==> src/rtl/maze_map_arbiter.sv <==
// Shares the single-port maze map RAM between VGA fetch, collision lookup and level-loader writes.
// Latency: command registered one cycle after grant; read data returned MEM_LAT+2 cycles after grant.
// Backpressure: VGA is never refused; col/wr hold their request until granted (round-robin between them).
module maze_map_arbiter #(
    parameter int ADDR_W  = 14,
    parameter int DATA_W  = 2,
    parameter int MEM_LAT = 1,
    parameter int STALL_W = 16
) (
    input  logic              clk,
    input  logic              reset,
    input  logic              vga_req,
    input  logic [ADDR_W-1:0] vga_addr,
    output logic              vga_rvalid,
    output logic [DATA_W-1:0] vga_rdata,
    input  logic              col_req,
    input  logic [ADDR_W-1:0] col_addr,
    output logic              col_gnt,
    output logic              col_rvalid,
    output logic [DATA_W-1:0] col_rdata,
    input  logic              wr_req,
    input  logic [ADDR_W-1:0] wr_addr,
    input  logic [DATA_W-1:0] wr_data,
    output logic              wr_gnt,
    output logic              mem_en,
    output logic              mem_we,
    output logic [ADDR_W-1:0] mem_addr,
    output logic [DATA_W-1:0] mem_wdata,
    input  logic [DATA_W-1:0] mem_rdata,
    output logic [STALL_W-1:0] stall_cnt
);

    typedef enum logic [1:0] {SEL_NONE, SEL_VGA, SEL_COL, SEL_WR} sel_t;
    typedef enum logic [1:0] {TAG_NONE, TAG_VGA, TAG_COL} tag_t;
    typedef enum logic {SRV_COL, SRV_WR} srv_t;

    sel_t sel;
    srv_t last_srv;
    tag_t tag_in;
    tag_t tag_q [0:MEM_LAT];
    logic stall;

    // Grants are suppressed while reset is high so every output reads 0 in reset.
    always_comb begin
        sel = SEL_NONE;
        if (!reset) begin
            if (vga_req) begin
                sel = SEL_VGA;
            end else if (col_req && wr_req) begin
                sel = (last_srv == SRV_WR) ? SEL_COL : SEL_WR;
            end else if (col_req) begin
                sel = SEL_COL;
            end else if (wr_req) begin
                sel = SEL_WR;
            end
        end
    end

    always_comb begin
        tag_in = TAG_NONE;
        case (sel)
            SEL_VGA: tag_in = TAG_VGA;
            SEL_COL: tag_in = TAG_COL;
            default: tag_in = TAG_NONE;
        endcase
    end

    assign col_gnt = (sel == SEL_COL);
    assign wr_gnt  = (sel == SEL_WR);
    assign stall   = (col_req && !col_gnt) || (wr_req && !wr_gnt);

    always_ff @(posedge clk or posedge reset) begin
        if (reset) begin
            mem_en    <= 1'b0;
            mem_we    <= 1'b0;
            mem_addr  <= '0;
            mem_wdata <= '0;
            last_srv  <= SRV_WR;
        end else begin
            mem_en <= 1'b0;
            mem_we <= 1'b0;
            case (sel)
                SEL_VGA: begin
                    mem_en   <= 1'b1;
                    mem_addr <= vga_addr;
                end
                SEL_COL: begin
                    mem_en   <= 1'b1;
                    mem_addr <= col_addr;
                    last_srv <= SRV_COL;
                end
                SEL_WR: begin
                    mem_en    <= 1'b1;
                    mem_we    <= 1'b1;
                    mem_addr  <= wr_addr;
                    mem_wdata <= wr_data;
                    last_srv  <= SRV_WR;
                end
                default: ;
            endcase
        end
    end

    // Tag stage MEM_LAT lines up with mem_rdata for the read issued MEM_LAT+1 edges earlier.
    always_ff @(posedge clk or posedge reset) begin
        if (reset) begin
            for (int i = 0; i <= MEM_LAT; i++) begin
                tag_q[i] <= TAG_NONE;
            end
        end else begin
            tag_q[0] <= tag_in;
            for (int i = 1; i <= MEM_LAT; i++) begin
                tag_q[i] <= tag_q[i-1];
            end
        end
    end

    always_ff @(posedge clk or posedge reset) begin
        if (reset) begin
            vga_rvalid <= 1'b0;
            vga_rdata  <= '0;
            col_rvalid <= 1'b0;
            col_rdata  <= '0;
        end else begin
            vga_rvalid <= (tag_q[MEM_LAT] == TAG_VGA);
            col_rvalid <= (tag_q[MEM_LAT] == TAG_COL);
            if (tag_q[MEM_LAT] == TAG_VGA) begin
                vga_rdata <= mem_rdata;
            end
            if (tag_q[MEM_LAT] == TAG_COL) begin
                col_rdata <= mem_rdata;
            end
        end
    end

    always_ff @(posedge clk or posedge reset) begin
        if (reset) begin
            stall_cnt <= '0;
        end else if (stall && (stall_cnt != {STALL_W{1'b1}})) begin
            stall_cnt <= stall_cnt + {{(STALL_W-1){1'b0}}, 1'b1};
        end
    end

endmodule
==> config.mk <==
export PLATFORM = sky130hd
export DESIGN_NAME = maze_map_arbiter
export DESIGN_NICKNAME = d
export VERILOG_FILES = /design/src/rtl/maze_map_arbiter.sv
export SDC_FILE = /design/constraint.sdc
export NUM_CORES = 1
export LEC_CHECK = 0
export CORE_ASPECT_RATIO = 1.75
export CORE_MARGIN = 2
export CORE_UTILIZATION = 38
export CTS_BUF_LIST = sky130_fd_sc_hd__clkbuf_4
export CTS_CLUSTER_SIZE = 25
export DETAILED_ROUTE_END_ITERATION = 12
export PLACE_DENSITY = 0.81
export SETUP_SLACK_MARGIN = 0.4
export SYNTH_ARGS = -nofsm -noshare
export SYNTH_HDL_FRONTEND = slang
export SYNTH_SLANG_ARGS = --single-unit
==> constraint.sdc <==
create_clock -name clk -period 1.5 [get_ports clk]
set_input_delay 0.375 -clock clk [delete_from_list [all_inputs] [get_ports clk]]
set_output_delay 0.375 -clock clk [all_outputs]
set_load 0.005 [all_outputs]
==> results of run 1 <==
## where the power goes
group	leakage (nW)	switching [mW]	total (mW)	internal, mW
Combinational	1.04	0.531	1.45	0.917
Sequential	0.555	0.106	1.51	1.40
Clock	0.0459	0.384	0.757	0.373
## synthesized netlist by cell type (all sizes together)
cell,count
a222oi,14
buf,5
dfstp,1
xnor2,15
ha,1
nand4,6
nand2,4
and4,2
and2,2
o2111ai,1
a2111oi,1
o21ai,2
a21oi,15
nor3,1
and2b,1
nand2b,1
mux2,7
a211oi,1
dfrtp,44
and3,7
nor3b,1
o211ai,4
clkbuf,2
nand3,4
inv,4
nor2b,1
nor2,18
and4bb,1
## through the flow
stage / std cells / setup TNS (ps) / utilization (%)
floorplan: 166 / -47.7 / -
global placement: 326 / -19700 / 63.1
detailed placement: 326 / -21330 / 63.1
CTS: 366 / -3520 / 68.6
global route: 376 / -4630 / 70.9
finish: 376 / -2640 / 70.9
## worst max-delay path: cells and delay by family, from the launching register on
family	cells	cell delay [ps]
AOI/OAI and AO/OA	1	340
buffers and inverters	2	230
DFF	1	570
## flip-flops by register name (all words and copies together), names as in the netlist, 2 cells and up
| register | cells |
|---|---|
| vga_rdata | 2 |
| mem_addr | 14 |
| col_rdata | 2 |
| mem_wdata | 2 |
| stall_cnt | 16 |
| tag_q | 4 |
## routing by layer
layer	routed length (µm)	part of all wire [%]	global-route usage [%]
met4	108	1.8	7.69
met3	338	5.5	3.99
met1	2040	33	22.8
met5	0	0	0
met2	3640	59	41.0
## how the worst min path moves through the flow
stage          cells after the start                       end  slack (ps)
6_report                           3  mem_addr[12]$_DFFE_PP0P_         320
3_3_place_gp                       0        tag_q[1]$_DFF_PP0_         330
5_1_grt                            3  mem_addr[12]$_DFFE_PP0P_         320
3_5_place_dp                       0        tag_q[1]$_DFF_PP0_         340
4_1_cts                            3  mem_addr[10]$_DFFE_PP0P_         290
2_1_floorplan                      0        tag_q[0]$_DFF_PP0_         330
## cell type report
class | count | share of cell area, %
Timing Repair Buffer | 154 | 37.2
Sequential cell | 45 | 31.7
Multi-Input combinational cell | 111 | 26.4
Tap cell | 54 | 1.90
Clock buffer | 6 | 1.26
Clock inverter | 2 | 1.09
Inverter | 4 | 0.527
## repair_timing
| item | in CTS | in global routing |
|---|---|---|
| resized for setup | 207 | 10 |
| pin swaps | 20 | 11 |
| setup buffers | 30 | 10 |
| endpoints found under the setup margin | 80 | 77 |
| gates cloned | 2 | 0 |
## cell families after synthesis
kind of cell / count (synthesis)
muxes: 7
DFF: 45
buffers and inverters: 11
adders and majority gates: 1
and+or+nand+nor: 49
AOI/OAI and AO/OA: 38
xor gates and xnor gates: 15
==> flow_summary.ini, run 1 <==
[outcome]
status = complete, but fails checks
violations = design-rule violations, negative setup slack

[layout]
final_common_cell = clkdlybuf4s50_1
layout_common_cells = clkdlybuf4s50_1, dfrtp_1, buf_4
multi_input_area_um2 = 938
fillers = 378
antenna_cells = 0
regArea_um2 = 1130
fin_nets = 373
finish.instance_area_um2 = 3560
area_growth_pct = 78.7
layout-drive-gt1-share_pct = 46.0

[clock_network]
cts_num_sinks = 45
clkTransAtPathRegs_ps = 130
cts_tree = built
cts_buffers = 5
hold_buffers = 0
htree_levels = 2
insertion_delay_ps = 350
clockBufferDepth = 2
clockRootBuffer = clkbuf_4

[logic_synthesis]
synth_area_leaders = dfrtp_1, a222oi_1, xnor2_1, mux2_2, a21oi_1
synth_compound_area_share_pct = 15.0
synth_top_family_by_area = compound AO/OA/AOI/OAI gates
synth_cells = 166
synth-seq-area-share_pct = 56.6
ys_ff_latch = 45
synthAdderAreaFrac_pct = 0.628
netlist.area_leader.share_pct = 55.2
synthSimpleGateAreaFrac_pct = 13.7
synth_xor_area_share_pct = 6.59
yosys_warnings = 0
avgSynthCellArea_um2 = 12.0
yosysUniqueCellTypes = 32
syn-num-nets = 218
yosys.area.top_type = dfrtp_1
synthMuxAreaShare_pct = 3.95
synth_area_um2 = 1990

[timing]
max_clock_freq_mhz = 539
whs_ps = 322
post-route-period-util_pct = 124
setup_violations = 24
worst_slack_ps = -356
relSlewSlack_pct = 75.6
period_minus_slack_ps = 1860
slew_viol_final = 0
rsz0062_at_grt = yes
fin_worst_skew_ps = 8.67
tightest_slew_ps = 365
hold_viol_final = 0

[worst_setup_path]
crit_required_ps = 1120
r2r-end = mem_addr[3]$_DFFE_PP0P_
worst_ep_arrival_time_ps = 1480
cp_slowest_cell = dfstp_2
worstRegToRegCells = 7
slowest_delay_ps = 570
endpoint_kind = primary output
critPathCapture = col_gnt
reg2reg_slack_ps = -160
critPathKind = reg -> out
timing.critical_path.from = last_srv$_DFFE_PP1N_
path_max_fanout = 2
path_cells = inv_2 -> a2111oi_4 -> buf_2
r2r-start = last_srv$_DFFE_PP1N_
worst_setup_path_start_kind = register

[placement]
gp_congestion = 0.803
place_ws_ps = -799
dpl_cell_area_um2 = 3170
port_buffers = 92
detailed_place_hpwl_mm = 4.04

[power_and_ir_drop]
p_leak_nw = 1.64
finalPower_mw = 3.71
ir_drop_uv = 592
powerDensity_nw_per_um2 = 1040

[global_route]
antenna_found_initial = 0
grt_pass1_vias = 2098
grt_max_degree = 22
gr-total-overflow = 0
grt_first_pass_wirelength_mm = 9.67
track_usage_pct = 21.7

[floorplan]
fp.dieW_um = 58.7
pin_count = 93
core_area_um2 = 5020
die_h_um = 99.8
initial_core_util_pct = 39.7
std_cell_rows = 34
die-area_um2 = 5860

[route]
via_per_inst = 5.23
post_drt_wl_per_cell_um = 16.3
num_vias = 1965
drc = 5
routed_wl_mm = 6.12
firstDrtPassIters = 9
drt_iter0_markers = 94
postRouteAntennaNets = 0

[worst_hold_path]
hold_path_class = in -> async

[job]
cap_violations = 0
(Power assumes the default switching activity.)
==> run 2, diff against run 1 <==
- CELL_PAD_IN_SITES_DETAIL_PLACEMENT: not set -> 1
- CELL_PAD_IN_SITES_GLOBAL_PLACEMENT: not set -> 2
- CORE_UTILIZATION: 38 -> 23
==> run 2 against run 1 <==
The run ends with negative setup slack left. Setup slack lost 19 ps. Non-clock buffer count shrank 1. Clock power shrank 19%. Fmax shrank 1.0%. Global-route usage shrank 6.2 points. Power shrank 3.6%. First-iteration DRC count shrank 19%. Register-to-register slack lost 110 ps. Critical path depth is the same. Critical path type unchanged. Largest cell class unchanged.
==> flow_summary.ini, run 2 (synthesis results as in run 1) <==
[outcome]
status = complete, but fails checks
violations = negative setup slack

[layout]
layout_common_cells = clkdlybuf4s50_1, dfrtp_1, buf_2
final_cells = 437
fin_nets = 371
layout-drive-gt1-share_pct = 45.9
area_growth_pct = 81.7
largest-register = stall_cnt
antenna_cells = 0
largest_reg_flops = 16
top_regs = stall_cnt: 16 flops, mem_addr: 14 flops, tag_q: 4 flops
final_common_cell = clkdlybuf4s50_1

[global_route]
grt_pass1_vias = 2156
grtUsageMet3_pct = 2.68
gr-total-overflow = 0
grt_max_degree = 30
grt.met1_usage_pct = 15.3
track_usage_pct = 15.4
grt_first_pass_wirelength_mm = 11.0
met2_usage_pct = 30.5
top_usage_layer = met2
antenna_found_initial = 0

[floorplan]
die_h_um = 127
fp.dieW_um = 74.4
core_area_um2 = 8560
pin_count = 93
initial_core_util_pct = 23.3
die-area_um2 = 9460
std_cell_rows = 45

[clock_network]
clkTransAtPathRegs_ps = 140
cts_tree = built
clockRootBuffer = clkbuf_4
clockBufferDepth = 2
htree_levels = 2
hold_buffers = 0
insertion_delay_ps = 380
cts_num_sinks = 45
cts_buffers = 5

[placement]
placedCellCount = 389
detailed_place_hpwl_mm = 4.68
port_buffers = 92
gp_congestion = 0.777

[worst_setup_path]
crit_buf_inv = 2
crit_required_ps = 1120
worst_ep_arrival_time_ps = 1500
reg2reg_slack_ps = -270
endpoint_kind = primary output
cp_slowest_cell = dfstp_2
r2r-end = mem_addr[8]$_DFFE_PP0P_
critPathKind = reg -> out
path_max_fanout = 2
worstRegToRegCells = 8
critical_path.top_delay_family = flip-flops
r2r-start = last_srv$_DFFE_PP1N_
path_cells = inv_2 -> a2111oi_4 -> buf_2
slowest_delay_ps = 560
timing.critical_path.from = last_srv$_DFFE_PP1N_
worst_setup_path_start_kind = register

[timing]
worst_slack_ps = -375
hold_viol_final = 0
whs_ps = 369
rsz0062_at_grt = yes
setup_violations = 21
slew_viol_final = 0
fin_worst_skew_ps = 9.12
relSlewSlack_pct = 75.9
max_clock_freq_mhz = 533
period_minus_slack_ps = 1870
tightest_slew_ps = 362
post-route-period-util_pct = 125

[route]
num_vias = 1978
post_drt_wl_per_cell_um = 15.8
firstDrtPassIters = 5
routed_wl_mm = 6.91
postRouteAntennaNets = 0
drc = 0
drt_iter0_markers = 76
via_per_inst = 4.53

[power_and_ir_drop]
powerDensity_nw_per_um2 = 988
p_leak_nw = 1.64
ir_drop_uv = 375
finalPower_mw = 3.58

[worst_hold_path]
min_to = tag_q[0]$_DFF_PP0_
hold_start = tag_q[2]$_DFF_PP0_
hold_path_class = reg -> reg
min_path_cells = 0

[job]
cap_violations = 0
-- run 2: changes by cell type in the layout (fill, tap and decap cells not counted), moves of 2 or more --
cell    previous run  this run
nor2_4             2         0
buf_6             19        24
buf_8              3         1
buf_4             40        35
-- run 2: how the worst max path moves through the flow --
stage	cells after the start	end	slack [ps]
6_report	3	col_gnt	-370
3_5_place_dp	4	col_gnt	-790
5_1_grt	3	col_gnt	-470
4_1_cts	3	col_gnt	-410
3_3_place_gp	4	col_gnt	-790
2_1_floorplan	3	col_gnt	-30
-- run 2: final cells by class --
| class | count | area, µm² |
|---|---|---|
| fill | 985 | 4940 |
| timing repair buffer | 153 | 1340 |
| sequential | 45 | 1130 |
| multi-input combinational | 110 | 928 |
| tap | 117 | 146 |
| clock buffer | 5 | 37.5 |
| clock inverter | 3 | 22.5 |
| inverter | 4 | 18.8 |
-- run 2: metrics by stage --
step	instance area, µm²	util (%)	setup WS (ps)	setup TNS, ps
2_1_floorplan	2050	-	-34.0	-47.7
3_3_place_gp	3260	38.1	-787	-17240
3_5_place_dp	3260	38.1	-789	-18620
4_1_cts	3470	40.5	-414	-3390
5_1_grt	3620	42.3	-466	-5920
6_report	3620	42.3	-375	-3570
-- run 2: power breakdown --
part | internal [mW] | switching [mW] | total [mW]
combinational | 0.912 | 0.527 | 1.44
clock | 0.186 | 0.427 | 0.613
sequential | 1.40 | 0.125 | 1.53
-- run 2: what timing repair did --
item	in CTS	in global routing
pin swaps	25	17
gates resized for setup	204	16
gates cloned	2	0
setup buffers	26	12
endpoints found under the setup margin	80	79
-- run 2: per-layer routing --
metal / wire (µm) / share of wire, %
met1: 2270 / 33
met2: 4300 / 62
met3: 245 / 3.5
met4: 100 / 1.4
met5: 0 / 0
